<file path="src/rtl/seven_seg_scan.sv">
// Four-digit common-anode seven-segment scanner for a packed BCD value.
// The value is captured into a shadow register once per scan frame so a
// frame never mixes digits from two different input values. Supports
// leading-zero blanking, per-digit decimal points, a dash for non-BCD
// digits and whole-display blinking. All outputs are registered.
module seven_seg_scan #(
  parameter int REFRESH_DIV  = 100000,  // clk cycles per digit slot, >= 2
  parameter int BLINK_FRAMES = 64       // scan frames per blink half-period, >= 1
) (
  input  logic        clk,
  input  logic        reset,
  input  logic [15:0] data_in,
  input  logic        blank_lz,
  input  logic        blink_en,
  input  logic [3:0]  dp_mask,
  output logic [3:0]  an,
  output logic [6:0]  seg,
  output logic        dp,
  output logic        frame_start
);

  localparam int DIV_W = $clog2(REFRESH_DIV);
  localparam int FRM_W = (BLINK_FRAMES > 1) ? $clog2(BLINK_FRAMES) : 1;

  logic [DIV_W-1:0] div_cnt_reg;
  logic [1:0]       idx_reg;
  logic [15:0]      shadow_reg;
  logic [FRM_W-1:0] frame_cnt_reg;
  logic             blink_phase_reg;
  logic             first_load_reg;

  logic             tick;
  logic             wrap_load;
  logic             load;

  logic [3:0]       digit [4];
  logic [3:0]       upper_zero;
  logic [3:0]       cur_digit;
  logic             lz_blank;
  logic             off;
  logic [3:0]       an_next;
  logic [6:0]       seg_next;
  logic             dp_next;

  assign tick      = (div_cnt_reg == DIV_W'(REFRESH_DIV - 1));
  assign wrap_load = tick && (idx_reg == 2'd3);
  assign load      = wrap_load || first_load_reg;

  // Per-digit nibble and "this digit and everything above it is zero" flag.
  genvar gi;
  generate
    for (gi = 0; gi < 4; gi++) begin : g_digit
      assign digit[gi]      = shadow_reg[4*gi +: 4];
      assign upper_zero[gi] = (shadow_reg[15:4*gi] == '0);
    end
  endgenerate

  assign cur_digit = digit[idx_reg];
  assign lz_blank  = blank_lz && (idx_reg != 2'd0) && upper_zero[idx_reg];
  assign off       = lz_blank || (blink_en && blink_phase_reg);

  // Digit-slot divider, scan index and frame-coherent shadow capture.
  always_ff @(posedge clk) begin
    if (reset) begin
      div_cnt_reg    <= '0;
      idx_reg        <= 2'd0;
      shadow_reg     <= 16'h0000;
      first_load_reg <= 1'b1;
      frame_start    <= 1'b0;
    end else begin
      div_cnt_reg    <= tick ? '0 : div_cnt_reg + 1'b1;
      if (tick) begin
        idx_reg <= idx_reg + 2'd1;
      end
      first_load_reg <= 1'b0;
      if (load) begin
        shadow_reg <= data_in;
      end
      frame_start <= load;
    end
  end

  // Blink timing: counts completed frames; held cleared while blinking is off.
  always_ff @(posedge clk) begin
    if (reset || !blink_en) begin
      frame_cnt_reg   <= '0;
      blink_phase_reg <= 1'b0;
    end else if (wrap_load) begin
      if (frame_cnt_reg == FRM_W'(BLINK_FRAMES - 1)) begin
        frame_cnt_reg   <= '0;
        blink_phase_reg <= ~blink_phase_reg;
      end else begin
        frame_cnt_reg <= frame_cnt_reg + 1'b1;
      end
    end
  end

  // Segment decode (gfedcba, active-low), anode and decimal-point selection.
  always_comb begin
    seg_next = 7'b0111111;
    case (cur_digit)
      4'd0:    seg_next = 7'b1000000;
      4'd1:    seg_next = 7'b1111001;
      4'd2:    seg_next = 7'b0100100;
      4'd3:    seg_next = 7'b0110000;
      4'd4:    seg_next = 7'b0011001;
      4'd5:    seg_next = 7'b0010010;
      4'd6:    seg_next = 7'b0000010;
      4'd7:    seg_next = 7'b1111000;
      4'd8:    seg_next = 7'b0000000;
      4'd9:    seg_next = 7'b0010000;
      default: seg_next = 7'b0111111;
    endcase
    if (off) begin
      seg_next = 7'b1111111;
    end
    an_next = 4'b1111;
    if (!off) begin
      an_next[idx_reg] = 1'b0;
    end
    dp_next = ~(dp_mask[idx_reg] & ~off);
  end

  // Output register stage: display reflects last cycle's index and shadow.
  always_ff @(posedge clk) begin
    if (reset) begin
      an  <= 4'b1111;
      seg <= 7'b1111111;
      dp  <= 1'b1;
    end else begin
      an  <= an_next;
      seg <= seg_next;
      dp  <= dp_next;
    end
  end

endmodule

</file>
<file path="config.mk">
export PLATFORM = sky130hd
export DESIGN_NAME = seven_seg_scan
export DESIGN_NICKNAME = d
export VERILOG_FILES = /design/src/rtl/seven_seg_scan.sv
export SDC_FILE = /design/constraint.sdc
export NUM_CORES = 1
export LEC_CHECK = 0
export BUFFER_PORTS_ARGS = -buffer_cell sky130_fd_sc_hd__buf_2
export CAP_MARGIN = 20
export CORE_AREA = 2 2 74 76
export CTS_CLUSTER_DIAMETER = 80
export DETAILED_ROUTE_END_ITERATION = 10
export DIE_AREA = 0 0 76 78
export PLACE_DENSITY = 0.76
export SYNTH_ARGS = -nofsm -noshare
export SYNTH_HDL_FRONTEND = slang
export SYNTH_SLANG_ARGS = --single-unit
</file>
<file path="constraint.sdc">
create_clock -name clk -period 2.5 [get_ports clk]
set_input_delay 0.25 -clock clk [delete_from_list [all_inputs] [get_ports clk]]
set_output_delay 0.25 -clock clk [all_outputs]
set_load 0.02 [all_outputs]
</file>
### Word level (Yosys, flattened, before mapping)

Memory sizes are Yosys's and may differ from the RTL's. A register that Yosys moved wholly into a read port is not among the register bits.
Index checks and enable logic that the tools add are counted.

* register bits after elaboration: 49
* latch bits: 0
* bits in writable memories: 0
* ROM bits: 112
* input port bits: 24
* output and inout bits: 13
* memories kept: 1

Memory list
* (name not given): words 16, width 7, rd ports 1, clocked after memory_dff 1, wr ports 0, line 101 `case (cur_digit)`

* add/sub/neg operators: 3
* multipliers: 0
* divide/modulo/power cells: 0
* order comparisons: 3
* equal/unequal tests: 3
* shifts and indexed selects: 0
* muxes and demuxes: 11
* bitwise operators: 6
* reduce and logical (&&, ||, !) cells: 17

Operators by type and width (count)
* 17-bit by 1-bit adder with 17-bit output, second input constant: 1
* 17-bit equality test, second input constant: 1
* 16-bit zero test: 1
* 12-bit zero test: 1
* 4-bit binary-select mux with 2-bit select: 1
* 8-bit zero test: 1
* 4-bit two-way mux: 2
* 6-bit by 1-bit adder with 6-bit output, second input constant: 1
* 6-bit equality test, second input constant: 1
* 6-bit two-way mux: 1
* 1-bit logical AND: 5
* 1-bit binary-select mux with 2-bit select: 2
* 4-bit zero test: 1
* 1-bit two-way mux: 4
* 4-bit inverter: 1
* 2-bit OR reduction: 2
* 3-bit greater-or-equal comparator, second input constant: 1
* 1-bit logical OR: 3
* 2-bit by 3-bit less-than comparator with 1-bit output, second input constant: 1
* 1-bit inverter: 3
* 2-bit inverter with 3-bit output: 1
* 2-bit by 1-bit adder with 2-bit output, second input constant: 1
* 1-bit demux with 2-bit select: 1
* 2-bit equality test, second input constant: 1
* 5 further kinds: 5

### Depth between registers and ports, before layout

* word-level depth: 8
* gate-level depth with buffers: 7

### Worst setup path before layout

OpenSTA, ideal clock, no wires.

* path type: register to register
* from: reg div_cnt_reg[6]
* to: reg shadow_reg[10]
* library setup time: 0.128 ns
* data arrival time: 1.843 ns
* data required time: 2.372 ns
* setup slack: 0.530 ns
* stages on the path, launching flop included: 7
* clock period less this slack: 1.970 ns
* cells stage by stage: dfxtp_1 > or4_1 > nor4_4 > a21oi_2 > buf_2 > mux2i_1 > nor2_1

* longest elaborated chain between the ends: 3

Ends and longest elaborated chain
* from (decl): line 25 `logic [DIV_W-1:0] div_cnt_reg;`
* from (signal assigned): line 71 `div_cnt_reg <= tick ? '0 : div_cnt_reg + 1'b1;`
* 17-bit equality test: line 45 `assign tick = (div_cnt_reg == DIV_W'(REFRESH_DIV - 1));`
* 1-bit logical AND: line 46 `assign wrap_load = tick && (idx_reg == 2'd3);`
* 1-bit logical OR: line 47 `assign load = wrap_load || first_load_reg;`
* to (signal assigned): line 77 `shadow_reg <= data_in;`
* to (decl): line 27 `logic [15:0] shadow_reg;`

No other way between the ends.
A chain may end at the register's enable or synchronous reset.

### Worst setup path after layout

* from: reg div_cnt_reg[13]
* to: reg shadow_reg[8]

The elaborated chain is that of the path after synthesis.

==> results by group <==
Hold path
  – WHS Path Cells: 3
  – Class of the worst hold path: in2reg

Power and ir drop
  – Flop pwr share: 0.565
  – Pwr Density: 589 mW/mm^2
  – LEAKAGE: 1.14 nW
  – Cell Int Power: 1.29 mW
  – Clock group share of total power: 0.341
  – VDD IR max: 313 uV
  – Comb power frac: 0.094
  – NetSw: 0.384 mW
  – Sw frac: 0.229
  – Final Power: 1.68 mW

Critical path
  – R2R depth: 6
  – Crit path max fanout: 12
  – Req. time, crit path: 2.68 ns
  – Worst path depth: 6
  – Crit-path slowest cell: or4bb_1
  – CP bufs+invs: 1
  – Worst-path cell chain: or4bb_1 -> nor4_4 -> a21oi_2 -> buf_8 -> mux2i_1 -> nor2_1
  – Crit path max-delay family: simple AND/OR/NAND/NOR gates
  – Crit-path max cell delay: 0.56 ns
  – Crit path DAT: 2.42 ns
  – CP Launch Type: register
  – Crit. End Element: register
  – CP Class: reg2reg

Floorplan
  – Cell Rows: 26
  – Die height: 78 um
  – Die W: 76 um
  – Core Footprint: 0.00504 mm^2
  – Initial Util: 0.493
  – Die Area: 0.00593 mm^2
  – I/O Pins: 37

Route
  – DRC Markers: 0
  – Vias per cell: 5.13
  – Routed WL: 4870 um
  – DRT Pass-1 Iters: 4
  – 1st-iter DRT viols: 155
  – Detailed-route via count: 1897
  – Wire per inst: 13.2 um
  – Routed Antenna Nets: 0

GRT
  – Met2 usage: 0.308
  – Largest net degree at the start of global routing: 24
  – GRT Util Overall: 0.174
  – Most Crowded Layer GR: met2
  – GR Util met1: 0.213
  – Initial antenna violation count: 0
  – Routing usage on met3: 0.0360
  – Vias in the first global route: 1836
  – Overflow after GRT: 0
  – First-pass GRT wire length: 8290 um

Timing
  – Max Freq: 0.447 GHz
  – Worst Skew: 0.00334 ns
  – Final Slew Violations: 0
  – TNS Setup: 0 ns
  – Final Cycle Share: 0.894
  – RSZ-0062 raised after global routing: false
  – Worst-Margin Slew: 0.505 ns
  – Final Hold Fails: 0
  – Period minus WS final: 2.23 ns
  – Final setup vio count: 0
  – Slew margin rel.: 0.663

CTS
  – CTS clk-pin slew, worst paths: 0.09 ns
  – Worst-Skew Late Latency: 0.30 ns
  – CTS Buffer Depth: 2
  – Hold_buf cts: 0
  – CTS tree: built
  – H-tree depth: 2
  – Resized cells post-CTS: 0
  – CTS root buffer: clkbuf_8
  – Postcts setup bufs: 0
  – CTS buffer count: 5
  – CTS Sinks: 56

Synthesis
  – Yosys reg bits: 56
  – Largest cells by area after synthesis: dfxtp_1 45%, mux2i_1 7.3%, nor2_1 6.9%, ha_1 5.5%, mux4_2 4.5%
  – Syn_nets: 297
  – Async SR Flop Fraction: 0
  – Synth warn: 0
  – Syn Inst Count: 262
  – Predominant post-synthesis flop cell: dfxtp_1
  – Synth Area per Inst: 9.48 um^2
  – Number of flops mapped to enable cells by yosys: 0
  – Synthesized cell area: 0.00248 mm^2
  – Distinct cell type count of the synthesized netlist: 38
  – Area share of the largest cell type after synthesis: 0.451
  – Most frequent cell after synthesis: dfxtp_1
  – Register area share after synthesis: 0.451
  – Synth top cells by count: 56 x dfxtp_1, 46 x nor2_1, 18 x mux2i_1, 18 x nand2_1
  – Post-synth top area cell: dfxtp_1

Cells and area
  – Max reg flops: 17
  – Core Util, Final: 0.565
  – P&R area growth vs syn: 14.6%
  – FF+latch area: 0.00112 mm^2
  – Share of cells above drive strength 1: 0.193
  – # nets final: 334
  – Multi-input gate area: 0.00128 mm^2
  – Filler cell count: 435
  – ANT cells: 0

Placement
  – GPL Wtd Cong: 0.856
  – HPWL Detailed: 3470 um
  – Port Buf Inserts: 36

Run
  – Max cap viols: 0

Run status
  – Status: finished clean
-- layout make-up --
| cell class | instances | share of cell area |
|---|---|---|
| Inverter | 9 | 0.0119 |
| Multi-Input combinational cell | 187 | 0.449 |
| Clock inverter | 2 | 0.0123 |
| Tap cell | 70 | 0.0308 |
| Timing Repair Buffer | 40 | 0.0765 |
| Sequential cell | 56 | 0.394 |
| Clock buffer | 6 | 0.0255 |
-- per-layer routing --
metal / wire length (um) / part of all wire
met2: 2480 / 0.51
met4: 42 / 0.0086
met5: 0 / 0
met3: 146 / 0.030
met1: 2200 / 0.45
-- cells in the final DEF (no fill, tap or decap), drive strengths merged, types with 2 or more instances in the layout --
cell type,instances
a21boi,2
a21oi,13
and2,2
and3,2
buf,40
clkbuf,6
dfxtp,56
ha,11
inv,9
mux2i,18
mux4,5
nand2,19
nand3,9
nand4,7
nor2,46
nor3,4
nor4,4
o21ai,8
or2,2
or3,4
or4,2
xnor2,6
xor2,12
-- cells by family (layout without fill, tap and decap cells) --
logic type	count (synthesis)	after routing	synth area share
DFF	56	56	0.451
xor gates and xnor gates	18	18	0.0634
and+or+nand+nor	105	105	0.204
muxes	24	24	0.122
adders and majority gates	11	11	0.0554
buffers and inverters	19	57	0.0337
AOI/OAI and AO/OA	29	29	0.0700
-- power by group through the flow --
| stage | Clock (mW) | Combinational [mW] | Sequential [mW] |
|---|---|---|---|
| finish | 0.572 | 0.158 | 0.947 |
| global route | 0.620 | 0.178 | 0.952 |
| CTS | 0.587 | 0.156 | 0.947 |
| detailed placement | 0 | 0.155 | 0.967 |
| global placement | 0 | 0.151 | 0.967 |
| floorplan | 0 | 0.0889 | 0.980 |
-- worst reg2reg max path, stage by stage, from the launching register on --
cell     delay [ns]
dfxtp_1        0.36
or4bb_1        0.56
nor4_4         0.51
a21oi_2        0.25
buf_8          0.22
mux2i_1        0.16
nor2_1         0.06
-- through the flow --
stage	std cells	area [um^2]	hold WS (ns)	worst slack, ns
4_1_cts	369	2830	0.169	0.203
3_3_place_gp	361	2730	0.446	0.301
3_5_place_dp	361	2730	0.458	0.210
5_1_grt	370	2850	0.175	0.154
2_1_floorplan	262	2480	0.278	0.530
6_report	370	2850	0.176	0.265
-- final timing paths --
kind | startpoint | endpoint | slack [ns]
worst max-delay path | div_cnt_reg[13] | shadow_reg[8] | 0.27
worst min-delay path | data_in[14] | shadow_reg[14] | 0.18
worst max register to register | div_cnt_reg[13] | shadow_reg[8] | 0.27
worst min register to register | div_cnt_reg[0] | div_cnt_reg[0] | 0.48
Power figures use the tool's default switching activity.
